<file path="src/rtl/fifo2axi_sram_v1.sv">
// fifo2axi_sram_v1: rebuilds 256-bit AXI4-Stream packets from the packed 192-bit SRAM payload words.
module fifo2axi_sram_v1 #(
  parameter int TDATA_WIDTH = 32,
  parameter int TUSER_WIDTH = 16,
  parameter int CROPPED_DATA_WIDTH = 24,
  parameter int WORD_WIDTH = 8*CROPPED_DATA_WIDTH+10
) (
  input  logic                     clk,
  input  logic                     reset,
  input  logic [WORD_WIDTH-1:0]    din,
  input  logic                     din_valid,
  output logic                     din_ready,
  output logic [8*TDATA_WIDTH-1:0] m_tdata,
  output logic [TDATA_WIDTH-1:0]   m_tstrb,
  output logic [8*TUSER_WIDTH-1:0] m_tuser,
  output logic                     m_tlast,
  output logic                     m_tvalid,
  input  logic                     m_tready,
  output logic                     err,
  output logic [31:0]              pkt_count
);
  localparam int DW = 8*TDATA_WIDTH;
  localparam int PW = 8*CROPPED_DATA_WIDTH;
  localparam int UW = 8*TUSER_WIDTH;
  typedef enum logic [1:0] {HDR, BODY, FLUSH, DROP} state_t;
  state_t state, state_nx;
  logic [2:0] exp_ph, exp_nx, ph;
  logic [4:0] cnt;
  logic [PW-1:0] pay;
  logic [DW-1:0] acc, acc_nx, fl_data, fl_data_nx, full, nxt, mask, ld_data;
  logic [TDATA_WIDTH-1:0] fl_strb, fl_strb_nx, strb_n, ld_strb;
  logic [UW-1:0] tuser_q, tuser_nx;
  logic eop, free, take, split, ld, ld_last, err_set, unused_bit;
  assign pay = din[PW+9:10];
  assign cnt = din[9:5];
  assign ph = din[4:2];
  assign eop = din[1];
  assign unused_bit = din[0];
  // full: the beat completed by this word; nxt: what this word leaves for the following beat
  assign full = (ph == 3'd1) ? {{(DW-PW){1'b0}}, pay} :
                (ph == 3'd2) ? {pay[63:0], acc[191:0]} :
                (ph == 3'd3) ? {pay[127:0], acc[127:0]} : {pay, acc[63:0]};
  assign nxt = (ph == 3'd1) ? {{(DW-PW){1'b0}}, pay} :
               (ph == 3'd2) ? {128'b0, pay[191:64]} : {192'b0, pay[191:128]};
  assign strb_n = (cnt == 5'd0) ? '1 : (TDATA_WIDTH'(1) << cnt) - TDATA_WIDTH'(1);
  assign split = eop && cnt != 5'd0 && ((ph == 3'd2 && cnt <= 5'd24) || (ph == 3'd3 && cnt <= 5'd16));
  always_comb begin
    mask = '0;
    for (int i = 0; i < TDATA_WIDTH; i++) mask[8*i +: 8] = {8{strb_n[i]}};
  end
  always_comb begin
    free = !m_tvalid || m_tready;
    din_ready = (state == DROP) || ((state == HDR || state == BODY) && free);
    take = din_valid && din_ready;
    state_nx = state;
    exp_nx = exp_ph;
    acc_nx = acc;
    fl_data_nx = fl_data;
    fl_strb_nx = fl_strb;
    tuser_nx = tuser_q;
    ld = 1'b0;
    ld_last = 1'b0;
    ld_data = full;
    ld_strb = '1;
    err_set = 1'b0;
    if (state == FLUSH) begin
      if (free) begin
        ld = 1'b1;
        ld_last = 1'b1;
        ld_data = fl_data;
        ld_strb = fl_strb;
        state_nx = HDR;
      end
    end else if (take) begin
      if (state == DROP) begin
        if (eop) state_nx = HDR;
      end else if (state == HDR && ph == 3'd0) begin
        tuser_nx = pay[UW-1:0];
        exp_nx = 3'd1;
        state_nx = BODY;
      end else if (state == HDR || ph != exp_ph) begin
        err_set = 1'b1;
        state_nx = eop ? HDR : DROP;
      end else begin
        acc_nx = nxt;
        exp_nx = (ph == 3'd4) ? 3'd1 : ph + 3'd1;
        if (!eop) begin
          ld = ph != 3'd1;
        end else if (split) begin
          ld = 1'b1;
          fl_data_nx = nxt & mask;
          fl_strb_nx = strb_n;
          state_nx = FLUSH;
        end else begin
          ld = 1'b1;
          ld_last = 1'b1;
          ld_data = full & mask;
          ld_strb = strb_n;
          state_nx = HDR;
        end
      end
    end
  end
  always_ff @(posedge clk) begin
    if (reset) state <= HDR;
    else state <= state_nx;
  end
  always_ff @(posedge clk) begin
    if (reset) begin
      exp_ph <= 3'd1;
      acc <= '0;
      fl_data <= '0;
      fl_strb <= '0;
      tuser_q <= '0;
      m_tvalid <= 1'b0;
      m_tdata <= '0;
      m_tstrb <= '0;
      m_tuser <= '0;
      m_tlast <= 1'b0;
      err <= 1'b0;
      pkt_count <= '0;
    end else begin
      exp_ph <= exp_nx;
      acc <= acc_nx;
      fl_data <= fl_data_nx;
      fl_strb <= fl_strb_nx;
      tuser_q <= tuser_nx;
      if (ld) begin
        m_tvalid <= 1'b1;
        m_tdata <= ld_data;
        m_tstrb <= ld_strb;
        m_tuser <= tuser_q;
        m_tlast <= ld_last;
      end else if (m_tready) begin
        m_tvalid <= 1'b0;
      end
      if (err_set) err <= 1'b1;
      if (m_tvalid && m_tready && m_tlast) pkt_count <= pkt_count + 32'd1;
    end
  end
endmodule

</file>
<file path="config.mk">
export PLATFORM = sky130hd
export DESIGN_NAME = fifo2axi_sram_v1
export DESIGN_NICKNAME = d
export VERILOG_FILES = /design/src/rtl/fifo2axi_sram_v1.sv
export SDC_FILE = /design/constraint.sdc
export NUM_CORES = 2
export LEC_CHECK = 0
export CORE_UTILIZATION = 30
export CTS_CLUSTER_SIZE = 10
export DETAILED_ROUTE_END_ITERATION = 7
export PLACE_DENSITY = 0.49
export SYNTH_ARGS = -nofsm -noshare
export SYNTH_HDL_FRONTEND = slang
export SYNTH_SLANG_ARGS = --single-unit
export TNS_END_PERCENT = 10
</file>
<file path="constraint.sdc">
create_clock -name clk -period 4.1 [get_ports clk]
set_input_delay 0.615 -clock clk [delete_from_list [all_inputs] [get_ports clk]]
set_output_delay 0.615 -clock clk [all_outputs]
set_load 0.02 [all_outputs]
</file>
# Word-level counts from Yosys, hierarchy flattened
# Index checks and enable logic that the tools add are counted.
# totals
reg_bits	1064
out_inout_bits	452
elab_cells	120
# classes
add_sub_neg	3
magnitude_cmp	2
n_eq_ne	12
shift	1
mux	56
n_bitwise	6
n_reduce_logical	27
# ops
cell	count
$mux W256	11
$mux W32	9
$and A192 B256 Y256	1
$and A256 B256 Y256	1
$mux W192	1
$mux W128	1
$add A32 B1 Y32 const B	1
$shl A1 B5 Y32 const A	1
$sub A32 B1 Y32 const B	1
$mux W1	21
$mux W2	10
$reduce_and A4 Y1	3
$le A5 B5 Y1 const B	2
$logic_and A1 B1 Y1	9
$mux W3	3
$reduce_and A7 Y1	1
$eq A3 B2 Y1 const B	2
$logic_not A5 Y1	1
$logic_or A1 B1 Y1	5
$reduce_and A5 Y1	1
$reduce_bool A5 Y1	1
$eq A2 B2 Y1 const B	2
$ne A2 B2 Y1 const B	2
$not A1 Y1	4
12 further kinds	13

# Depth between registers and ports, before layout
# logic_depth
ltp_word	12
ltp_mapped	13
mapped_depth_nobuf	9

# Least setup slack after synthesis
# OpenSTA, ideal clock, no wires.
# synth_timing
path_kind	input port to flip-flop
start	input port din[6]
end	register fl_data[80]
setup_ps	73
arrival_time_ps	3079
required_time_ps	4027
setup_slack_ps	948
cell_stages	9
n_path_buf	1
path_cell_list	nor3_1 -> nand2_1 -> ha_1 -> clkbuf_1 -> or4b_2 -> o2bb2ai_1 -> a21o_1 -> nand4_1 -> o2bb2ai_1
# synth_between
elab_chain_len	5
elab_cells_between_ends	14
cone_classes	add/sub: 1; order compare: 2; shift: 1; mux: 1; bitwise: 1; reduce/logical: 8
# synth_rtl
element	line	source
start: declaration	10	input logic [WORD_WIDTH-1:0] din,
parallel branches: the longest is 5 deep, another holds $sub A32 B1 Y32	--	
end signal: assignment	125	fl_data <= fl_data_nx;
end: declaration	30	logic [DW-1:0] acc, acc_nx, fl_data, fl_data_nx, full, nxt, mask, ld_data;
# Several ways; the timed one is not identified.
# A chain may end at the register's enable or synchronous reset.

# Worst setup path after layout
# layout_timing
start	register state[0]
end	output port din_ready
# layout_between
elab_chain_len	4
elab_cells_between_ends	6
cone_classes	eq/ne: 2; reduce/logical: 4
# layout_rtl
element	line	source
start: declaration	26	state_t state, state_nx;
start signal: assignment	106	else state <= state_nx;
$eq A2 B1 Y1 or $logic_not A2 Y1 (tied branches)	53	din_ready = (state == DROP) || ((state == HDR || state == BODY) && free);
$logic_or A1 B1 Y1	53	
$logic_and A1 B1 Y1	53	
$logic_or A1 B1 Y1 (*)	53	
end: declaration	12	output logic din_ready,
# Mark *: on every way between the ends. The rest lies on a longest branch, timed or not.

==> flow_summary.ini <==
[sta]
setup_viol = 0
fmax_ghz = 0.287
grt_setup_unrepaired = false
drv_slew = 0
post-route-min-period_ps = 3490
worst_slew_pin_slew_ps = 1240
fin_worst_skew_ps = 41.9
period_share_pct = 85.1
hold_ws_ps = 254
slew_headroom_pct = 17.2
setup_tns_ps = 0
final_hold_viol_count = 0

[clocking]
cts_buffers = 121
tritoncts = built
cts_setup_buffers = 0
cts_root_buf = clkbuf_16
clock-sinks = 1000
cts_resized = 0
hold_buffers = 0
cts.clk_slew.worst_paths_ps = 60
insertion_delay_ps = 770
ctsHtreeMaxLevel = 3
clockBufferDepth = 3

[yosys]
synth_top_cell_area_share_pct = 45.7
synth_most_common_cell = nand2_1
yosys.area_share.adder_pct = 0.200
mappedNetlistNets = 5760
synth_top_area_cell = dfxtp_1
synthMuxAreaShare_pct = 4.87
ys.flop_type = dfxtp_1
ys_async_sr_fraction_pct = 0
ys_types = 73
synth.cell_area_mm2 = 0.0438
ys_ff_latch = 1000
synth_compound_area_share_pct = 24.3
synth_top_family_by_area = compound AO/OA/AOI/OAI gates
yosysWarnings = 0
synthSimpleGateAreaFrac_pct = 19.7
yosys-top-cells-area = dfxtp_1 (46%), nand2_1 (12%), a21oi_1 (9.5%), mux2i_1 (4.2%), clkbuf_1 (3.5%)
synth_top_cells_by_count = nand2_1 (1360), dfxtp_1 (1000), a21oi_1 (831), clkbuf_1 (406), nor2_1 (275)
yosysSeqAreaShare_pct = 45.7
avgSynthCellArea_um2 = 7.90
postSynthCellCount = 5547
synth-edff-count = 0
synth_xor_area_share_pct = 0.659

[place]
portBuffers = 656
dp_cells = 7763
gp_congestion = 0.824
hpwlAfterDp_um = 120000

[power_and_ir_drop]
seq_power_share_pct = 43.0
p_sw_share_pct = 27.3
power.internal_uw = 16800
combPwrFrac_pct = 11.8
total_power_uw = 23200
clockPowerShare_pct = 45.2
power_switching_uw = 6330
p_leak_uw = 0.0190
peakVddDrop_v = 0.000385
p_per_area_mw_per_mm2 = 409

[detailed_routing]
vias = 42909
drt_iter0_markers = 3230
wire_per_inst_um = 23.8
wl_um = 190000
vias_per_cell = 5.39
dr.pass1.iters = 6
drc = 0
ant_nets = 0

[global_route]
grt_start_max_net_pins = 151
antenna_found_initial = 7
grt_overflow = 0
grt_pass1_wl_um = 277000
grt_pass1_vias = 39981
grt_usage_pct = 24.7

[cells_and_area]
final_cells = 7965
drive_above_1_share_pct = 6.43
regArea_mm2 = 0.0200
num-fill-cells = 14845
areaGrowthSynthToFinish_pct = 29.2
nets = 6196
multiInputGateArea_mm2 = 0.0220
fin_util_pct = 39.2

[setup_path]
cp.arrival_ps = 2870
path_class = register to primary output
endpoint_kind = primary output
cp-start-kind = register
path_max_fanout = 8
required_ps = 3480

[run_status]
status = finished, final reports clean

[min_path]
hp-class = input port to register

[floorplan]
core_mm2 = 0.144
rows = 139
ios = 658
start_util_pct = 30.4
die_area_mm2 = 0.148
fp.dieW_um = 384
die_y_um = 384

[job]
cap_violations = 0
==> critical path, cell delays in order, from the launching register on <==
cell and delay [ps]:
dfxtp_1 470, nand2b_1 310, buf_4 320, o21a_1 260, clkdlybuf4s50_1 760
==> through the flow <==
stage / area, um2 / setup WS [ps]
6_report: 56600 / 612
5_1_grt: 56600 / 545
4_1_cts: 56600 / 582
3_5_place_dp: 52800 / 201
3_3_place_gp: 52800 / 204
2_1_floorplan: 43800 / 948
==> power groups by stage <==
stage | clock network, uW | logic [uW] | registers [uW]
floorplan | 0 | 1210 | 10300
global placement | 0 | 2730 | 10200
detailed placement | 0 | 2730 | 10200
CTS | 10700 | 2740 | 9960
global route | 11100 | 2920 | 9970
finish | 10500 | 2730 | 9960
==> metal layers <==
layer | up-vias | routed length, um | global-route usage, %
li1 | 20401 | - | -
met1 | 20863 | 86300 | 33.7
met2 | 1433 | 85000 | 38.4
met3 | 206 | 14600 | 6.25
met4 | 6 | 3960 | 6.59
met5 | - | 40 | 0
==> area by class of cell <==
class | instances | area share (%)
clock inverters | 16 | 0.440
clock buffers | 178 | 6.22
inverters | 14 | 0.0928
flip-flops and latches | 1000 | 35.4
well taps | 1903 | 4.20
diodes | 8 | 0.0354
repair buffers | 816 | 14.9
multi-input cells | 4030 | 38.8
==> flip-flops by register name, summed over array words and instances, names as in the netlist <==
register   cells
m_tstrb       32
pkt_count     32
m_tdata      256
acc          192
m_tlast        1
exp_ph         3
m_tuser      128
fl_data      192
err            1
tuser_q      128
fl_strb       32
m_tvalid       1
state          2
==> worst paths after layout <==
path / from / endpoint / slack, ps / cells past startpoint
max reg2reg: state[1] / m_tdata[202] / 1120 / 6
min: reset / m_tuser[52] / 250 / 2
min reg2reg: tuser_q[117] / m_tuser[117] / 440 / 2
max: state[0] / din_ready / 610 / 4
==> cell families after synthesis <==
logic type	after synthesis
AOI/OAI and AO/OA	1714
buffers and inverters	517
xor gates and xnor gates	33
and+or+nand+nor	2066
muxes	210
DFF	1000
adders and majority gates	7
==> cell usage in the layout, fill, tap and decap left out, drive strengths merged, types with 25 or more instances in the layout <==
master	instances
a211oi	91
a21oi	831
a22o	92
a22oi	31
a31oi	37
buf	161
clkbuf	178
clkdlybuf4s50	655
dfxtp	1000
mux2	25
mux2i	185
nand2	1360
nand3	188
nand4	61
nor2	276
nor3	42
o211ai	36
o21a	52
o21ai	245
o221ai	75
o2bb2ai	138
or3	51
Power figures use the tool's default switching activity.
